==> src/rtl/acc_sequencer.sv <==
`default_nettype none
// ============================================================================
//  Module      : acc_sequencer
//  Description : Command sequencer for an external accumulator datapath.
//                Accepts a command, clears the accumulator, drives the
//                operands for a programmed number of cycles and then
//                captures the registered result and a sticky overflow flag.
//  Revision    : 1.0 - initial release
// ============================================================================
module acc_sequencer #(
   parameter int NB_DATA = 3,
   parameter int NB_ACC  = 6,
   parameter int NB_LEN  = 4
) (
   input  logic               clk,
   input  logic               i_rst,
   input  logic               i_cmd_valid,
   output logic               o_cmd_ready,
   input  logic [1:0]         i_cmd_sel,
   input  logic [NB_DATA-1:0] i_cmd_a,
   input  logic [NB_DATA-1:0] i_cmd_b,
   input  logic [NB_LEN-1:0]  i_cmd_len,
   input  logic               i_abort,
   output logic               o_acc_clr_n,
   output logic [1:0]         o_sel,
   output logic [NB_DATA-1:0] o_data1,
   output logic [NB_DATA-1:0] o_data2,
   input  logic [NB_ACC-1:0]  i_acc_data,
   input  logic               i_acc_ovf,
   output logic [NB_ACC-1:0]  o_result,
   output logic               o_ovf,
   output logic               o_done
);

   typedef enum logic [2:0] {
      S_IDLE  = 3'd0,
      S_CLEAR = 3'd1,
      S_RUN   = 3'd2,
      S_WAIT  = 3'd3,
      S_DONE  = 3'd4
   } state_t;

   state_t             state_q,  state_d;
   logic [1:0]         sel_q,    sel_d;
   logic [NB_DATA-1:0] a_q,      a_d;
   logic [NB_DATA-1:0] b_q,      b_d;
   logic [NB_LEN-1:0]  cnt_q,    cnt_d;
   logic               sticky_q, sticky_d;
   logic [NB_ACC-1:0]  result_q, result_d;
   logic               ovf_q,    ovf_d;

   logic               run_w;
   logic               busy_w;

   // State, command latches, run counter and result registers
   always_ff @(posedge clk or posedge i_rst) begin
      if (i_rst) begin
         state_q  <= S_IDLE;
         sel_q    <= '0;
         a_q      <= '0;
         b_q      <= '0;
         cnt_q    <= '0;
         sticky_q <= 1'b0;
         result_q <= '0;
         ovf_q    <= 1'b0;
      end else begin
         state_q  <= state_d;
         sel_q    <= sel_d;
         a_q      <= a_d;
         b_q      <= b_d;
         cnt_q    <= cnt_d;
         sticky_q <= sticky_d;
         result_q <= result_d;
         ovf_q    <= ovf_d;
      end
   end

   assign busy_w = (state_q == S_CLEAR) || (state_q == S_RUN) || (state_q == S_WAIT);

   // Next-state logic; the counter doubles as the latched length field
   always_comb begin
      state_d  = state_q;
      sel_d    = sel_q;
      a_d      = a_q;
      b_d      = b_q;
      cnt_d    = cnt_q;
      sticky_d = sticky_q;
      result_d = result_q;
      ovf_d    = ovf_q;

      case (state_q)
         S_IDLE: begin
            if (i_cmd_valid) begin
               sel_d   = i_cmd_sel;
               a_d     = i_cmd_a;
               b_d     = i_cmd_b;
               cnt_d   = i_cmd_len;
               state_d = S_CLEAR;
            end
         end
         S_CLEAR: begin
            sticky_d = 1'b0;
            state_d  = (cnt_q != '0) ? S_RUN : S_WAIT;
         end
         S_RUN: begin
            if (i_acc_ovf) sticky_d = 1'b1;
            cnt_d = cnt_q - NB_LEN'(1);
            if (cnt_q == NB_LEN'(1)) state_d = S_WAIT;
         end
         S_WAIT: begin
            if (i_acc_ovf) sticky_d = 1'b1;
            result_d = i_acc_data;
            ovf_d    = sticky_q | i_acc_ovf;
            state_d  = S_DONE;
         end
         S_DONE: begin
            state_d = S_IDLE;
         end
         default: begin
            state_d = S_IDLE;
         end
      endcase

      // Abort wins over everything in the busy states and discards the capture
      if (i_abort && busy_w) begin
         state_d  = S_IDLE;
         result_d = result_q;
         ovf_d    = ovf_q;
      end
   end

   assign run_w       = (state_q == S_RUN);
   assign o_cmd_ready = (state_q == S_IDLE);
   // Reset also holds the datapath in clear so it comes up empty
   assign o_acc_clr_n = ~i_rst & (state_q != S_CLEAR);
   assign o_sel       = run_w ? sel_q : 2'b00;
   assign o_data1     = run_w ? a_q   : '0;
   assign o_data2     = run_w ? b_q   : '0;
   assign o_result    = result_q;
   assign o_ovf       = ovf_q;
   assign o_done      = (state_q == S_DONE);

endmodule
`default_nettype wire

==> config.mk <==
export PLATFORM = sky130hd
export DESIGN_NAME = acc_sequencer
export DESIGN_NICKNAME = d
export VERILOG_FILES = /design/src/rtl/acc_sequencer.sv
export SDC_FILE = /design/constraint.sdc
export NUM_CORES = 1
export LEC_CHECK = 0
export ABC_AREA = 1
export CORE_MARGIN = 4
export CORE_UTILIZATION = 48
export DETAILED_ROUTE_END_ITERATION = 7
export GPL_TIMING_DRIVEN = 0
export PLACE_DENSITY = 0.84
export SLEW_MARGIN = 0
export SYNTH_ARGS = -nofsm -noshare
export SYNTH_HDL_FRONTEND = slang
export SYNTH_SLANG_ARGS = --single-unit
==> constraint.sdc <==
create_clock -name clk -period 1.6 [get_ports clk]
set_input_delay 0.24 -clock clk [delete_from_list [all_inputs] [get_ports clk]]
set_output_delay 0.24 -clock clk [all_outputs]
set_load 0.005 [all_outputs]
Yosys cells after proc, flatten, opt, wreduce, memory -nomap -nowiden
Cells that the tools add are included. W data, S select, Z words.

Add/sub/neg operators: 1. $mul: 0. Divide/modulo/power cells: 0. Magnitude comparators: 0. Equal/unequal tests: 10. Shifts and indexed selects: 0. Muxes and demuxes: 12. Bitwise logic cells: 4. Reductions and logical operators: 13.

Operators by type and width (count): $mux W3 (5); $pmux W3 S4 (1); $reduce_and A2 Y1 (5); $pmux W4 S2 (1); $eq A3 B2 Y1 const B (2); $ne A3 B1 Y1 const B (2); $eq A4 B1 Y1 const B (1); $mux W4 (1); $reduce_bool A2 Y1 (2); $reduce_bool A4 Y1 (1); $sub A4 B1 Y4 const B (1); $eq A3 B1 Y1 const B (1); $eq A3 B3 Y1 const B (1); $logic_not A3 Y1 (1); $ne A3 B2 Y1 const B (1); $logic_or A1 B1 Y1 (2); $mux W1 (2); $mux W2 (1); $ne A2 B1 Y1 const B (1); $ne A2 B2 Y1 const B (1); $not A1 Y1 (2); $pmux W1 S2 (1); $reduce_or A2 Y1 (1); $and A1 B1 Y1 (1); other kinds (2) (2).

Register bits after elaboration: 23. Bits in latches: 0. Memory bits (writable): 0. Memory bits (read-only): 0. Word-level logic and storage cells: 48. Memories: 0.

Depth between registers and ports, before layout
Depth in word-level cells: 6. Mapped depth: 9.

Worst setup path after synthesis
Ideal clock, no wire load.

Path type: input -> output. From: input port i_rst. To: output port o_acc_clr_n. Data arrival time: 0.926 ns. Data required time: 1.360 ns. Setup slack: 0.434 ns. Stages: 3. Path through: inv_1 > nand2_1 > inv_1.

Longest elaborated chain between the ends: 2.

Ends and longest elaborated chain: start: declaration (line 16) `input logic i_rst,`; $not A1 Y1 (line 135) `assign o_acc_clr_n = ~i_rst & (state_q != S_CLEAR);`; $and A1 B1 Y1 (line 135); end: declaration (line 24) `output logic o_acc_clr_n,`.

Every way passes these cells.

Worst setup path after layout
From: register state_q[2]. To: output port o_acc_clr_n.

Longest elaborated chain between the ends: 2.

Ends and longest elaborated chain: start: declaration (line 43) `state_t state_q, state_d;`; start signal: assignment (line 67) `state_q <= state_d;`; $ne A3 B1 Y1 (line 135); $and A1 B1 Y1 (line 135).

Every way passes these cells.

==> metrics <==
Global Route Usage Sum=0.211; Worst-path clk slew=0.13 ns; final instance area=1860 µm²; CP endpoint kind=output pin; simple-gate share of the synthesized area=0.330; count leader, synth=nand2_1; critical path's slowest cell=dfrtp_2; Hold Buf Count CTS=0; root buffer cell=clkbuf_4; post-synthesis net count=175; Worst Setup Start Kind=flip-flop; sequential share of the synthesized area=0.464; pin count of the biggest net entering global routing=14; CP Launch Point=state_q[2]$_DFFE_PP0P_; R2R Setup Slk=roughly 0.18 ns; Setup Skew=0.00946 ns; cell-by-cell trace of the critical path=buf_6 -> nor2_4 -> nand2_2 -> nand2_2 -> inv_1 -> clkbuf_2; sequential standard cell area=578 µm²; Yosys cell types=23; Syn. warnings=0; total power=3.18 mW; Post-synth EDFFs=0; CP required=1.36 ns; Fill cells=194; unrepaired setup endpoints after global routing=yes; RR Endpoint=cnt_q[1]$_DFFE_PP0P_; Max stage delay on crit path=0.46 ns; global route overflow=0; Adder-Cell Fraction of Synth Area=0.0202; largest family of logic cells by synthesized area=simple AND/OR/NAND/NOR gates; Syn-to-layout area delta=50.3%; vias per cell=4.92; R2R cell count=8; DRC=0; die span in x=58.8 µm; cts bufs inserted=3; Routed WL=3240 µm; row count=18; Max-Cap Viols=0; Final setup viols=0; largest cells by area after synthesis=dfrtp_1, nand2_1, o21ai_2, inv_1, nor2_1; Setup CP Type=reg -> out; CTS tree=built; Hold Crit Class=in -> async; share of layout cells above drive strength 1=0.318; compound-gate portion of the synthesized area=0.0767; GRT busiest layer=met2; met3 Usage GRT=0.0307; routability cong.=approximately 0.77; final period utilization=0.982; Worst-Skew Late Latency=~0.32 ns; first-pass GRT wire length=5530 µm; Slew @ Worst Pin=roughly 0.60 ns; CTS Buffer Depth=2; initial DRC count=55; Port Buffers=40; I/O pin count=41; initial antenna violation count=0; Post-synth top cells=nand2_1, dfrtp_1, inv_1; Fin. Hold Viols=0; met1 usage=0.247; Max Clk Rate=0.636 GHz; drt wl/cell=13.4 µm; post-DP HPWL=roughly 2100 µm; Yosys top cell area share=0.464; # diodes=0; nets=237; post-synthesis xor/xnor area fraction=0; crit path DAT=approximately 1.3 ns; mapped cell area=~1200 µm²; status=finished clean; Initial DRT Pass Iterations=4; DP Area=about 1700 µm²; worst vdd ir=1.15 mV; CORE AREA=around 2500 µm²; RR Startpoint=state_q[0]$_DFFE_PP0P_; Max FO, Critical Path=3; area leader, netlist=dfrtp_1; area of the multi-input gates=587 µm²; htree depth=1; ANT nets after route=0; Starting Density=0.501; leak pwr=0.934 nW; Rel. slew slack=0.599; Synth Register Bits=23; multiplexer area fraction after synthesis=0; Async SR Flop Fraction=1.00; Avg Cell Area, Syn=slightly above 8 µm²; CTS Sinks=23; crit-path most repeated cell=nand2_2; cells after synthesis=150; met2 usage=0.364; Setup crit end=o_acc_clr_n; Die Span Y=~59 µm; die area=3460 µm²; minimum clock period=1.57 ns; max-slew violations=0; P per Cell Area=1710 nW/µm²; total number of vias=around 1200; vias in the first global route=1315; Primary FF master, synth=dfrtp_1
==> worst max-delay path: cells and delay by family, from the launching register on <==
family                 cells  cell delay (ns)
buffers and inverters      3             0.27
DFF                        1             0.46
and+or+nand+nor            3             0.29
==> area by class of cell <==
type,instances,area share
Timing Repair inverter,1,0.00269
Buffer,3,0.0222
Timing Repair Buffer,57,0.262
Inverter,22,0.0531
Clock buffer,3,0.0121
Tap cell,30,0.0201
Sequential cell,23,0.310
Clock inverter,1,0.00269
Multi-Input combinational cell,101,0.315
==> registers in the layout, summed over array words and instances (netlist names) <==
signal / count
cnt_q: 4
state_q: 3
b_q: 3
o_result: 6
a_q: 3
sel_q: 2
o_ovf: 1
sticky_q: 1
==> how the worst min path moves through the flow <==
| stage | startpoint | endpoint | slack, ns | cells after the start |
|---|---|---|---|---|
| after global placement | sticky_q$_DFFE_PP0P_ | sticky_q$_DFFE_PP0P_ | 0.46 | 2 |
| final | i_rst | sel_q[1]$_DFFE_PP0P_ | 0.35 | 3 |
| after detailed placement | o_result[5]$_DFFE_PP0P_ | o_result[5]$_DFFE_PP0P_ | 0.47 | 2 |
| after global routing | i_rst | o_result[1]$_DFFE_PP0P_ | 0.35 | 3 |
| after CTS | i_rst | o_result[1]$_DFFE_PP0P_ | 0.32 | 3 |
| after floorplan | i_rst | a_q[0]$_DFFE_PP0P_ | 0.25 | 1 |
==> layout by cell type, fill, tap and decap left out, types with 6 or more instances in the layout <==
cell type / count
nor2_1: 6
nand3_1: 10
buf_2: 9
buf_4: 14
dfrtp_1: 21
clkdlybuf4s50_1: 29
o21ai_2: 8
nand2_1: 50
inv_1: 17
nor2_4: 6
==> routing by layer <==
metal / share of wire / up-vias / wire [µm]
met5: 0 / - / 0
met4: 0.045 / 0 / 146
met3: 0.039 / 15 / 125
met2: 0.53 / 38 / 1730
met1: 0.38 / 544 / 1240
li1: - / 588 / -
==> what timing repair did <==
item	4_1_cts	5_1_grt
gates cloned	2	0
pin swaps	2	3
setup endpoints to repair	11	10
resized for setup	51	19
buffers inserted	11	5
==> cell families after synthesis <==
group / Yosys count
buffers and inverters: 26
and+or+nand+nor: 86
AOI/OAI and AO/OA: 13
adders and majority gates: 2
DFF: 23
==> power breakdown <==
| group | switching (mW) | internal, mW | leakage (nW) |
|---|---|---|---|
| combinational | 0.992 | 0.917 | 0.633 |
| clock | 0.176 | 0.0935 | 0.0177 |
| sequential | 0.148 | 0.852 | 0.283 |
==> stage by stage <==
stage	cells	TNS (ns)	worst slack [ns]	hold slack [ns]	util
after detailed placement	220	-1.72	-0.692	0.469	0.677
after floorplan	150	0	0.434	0.250	-
after global placement	220	-1.58	-0.659	0.460	0.677
final	241	0	0.0282	0.348	0.752
after global routing	241	-0.137	-0.0337	0.347	0.752
after CTS	237	-0.137	-0.0914	0.324	0.727
Power figures use the tool's default switching activity.
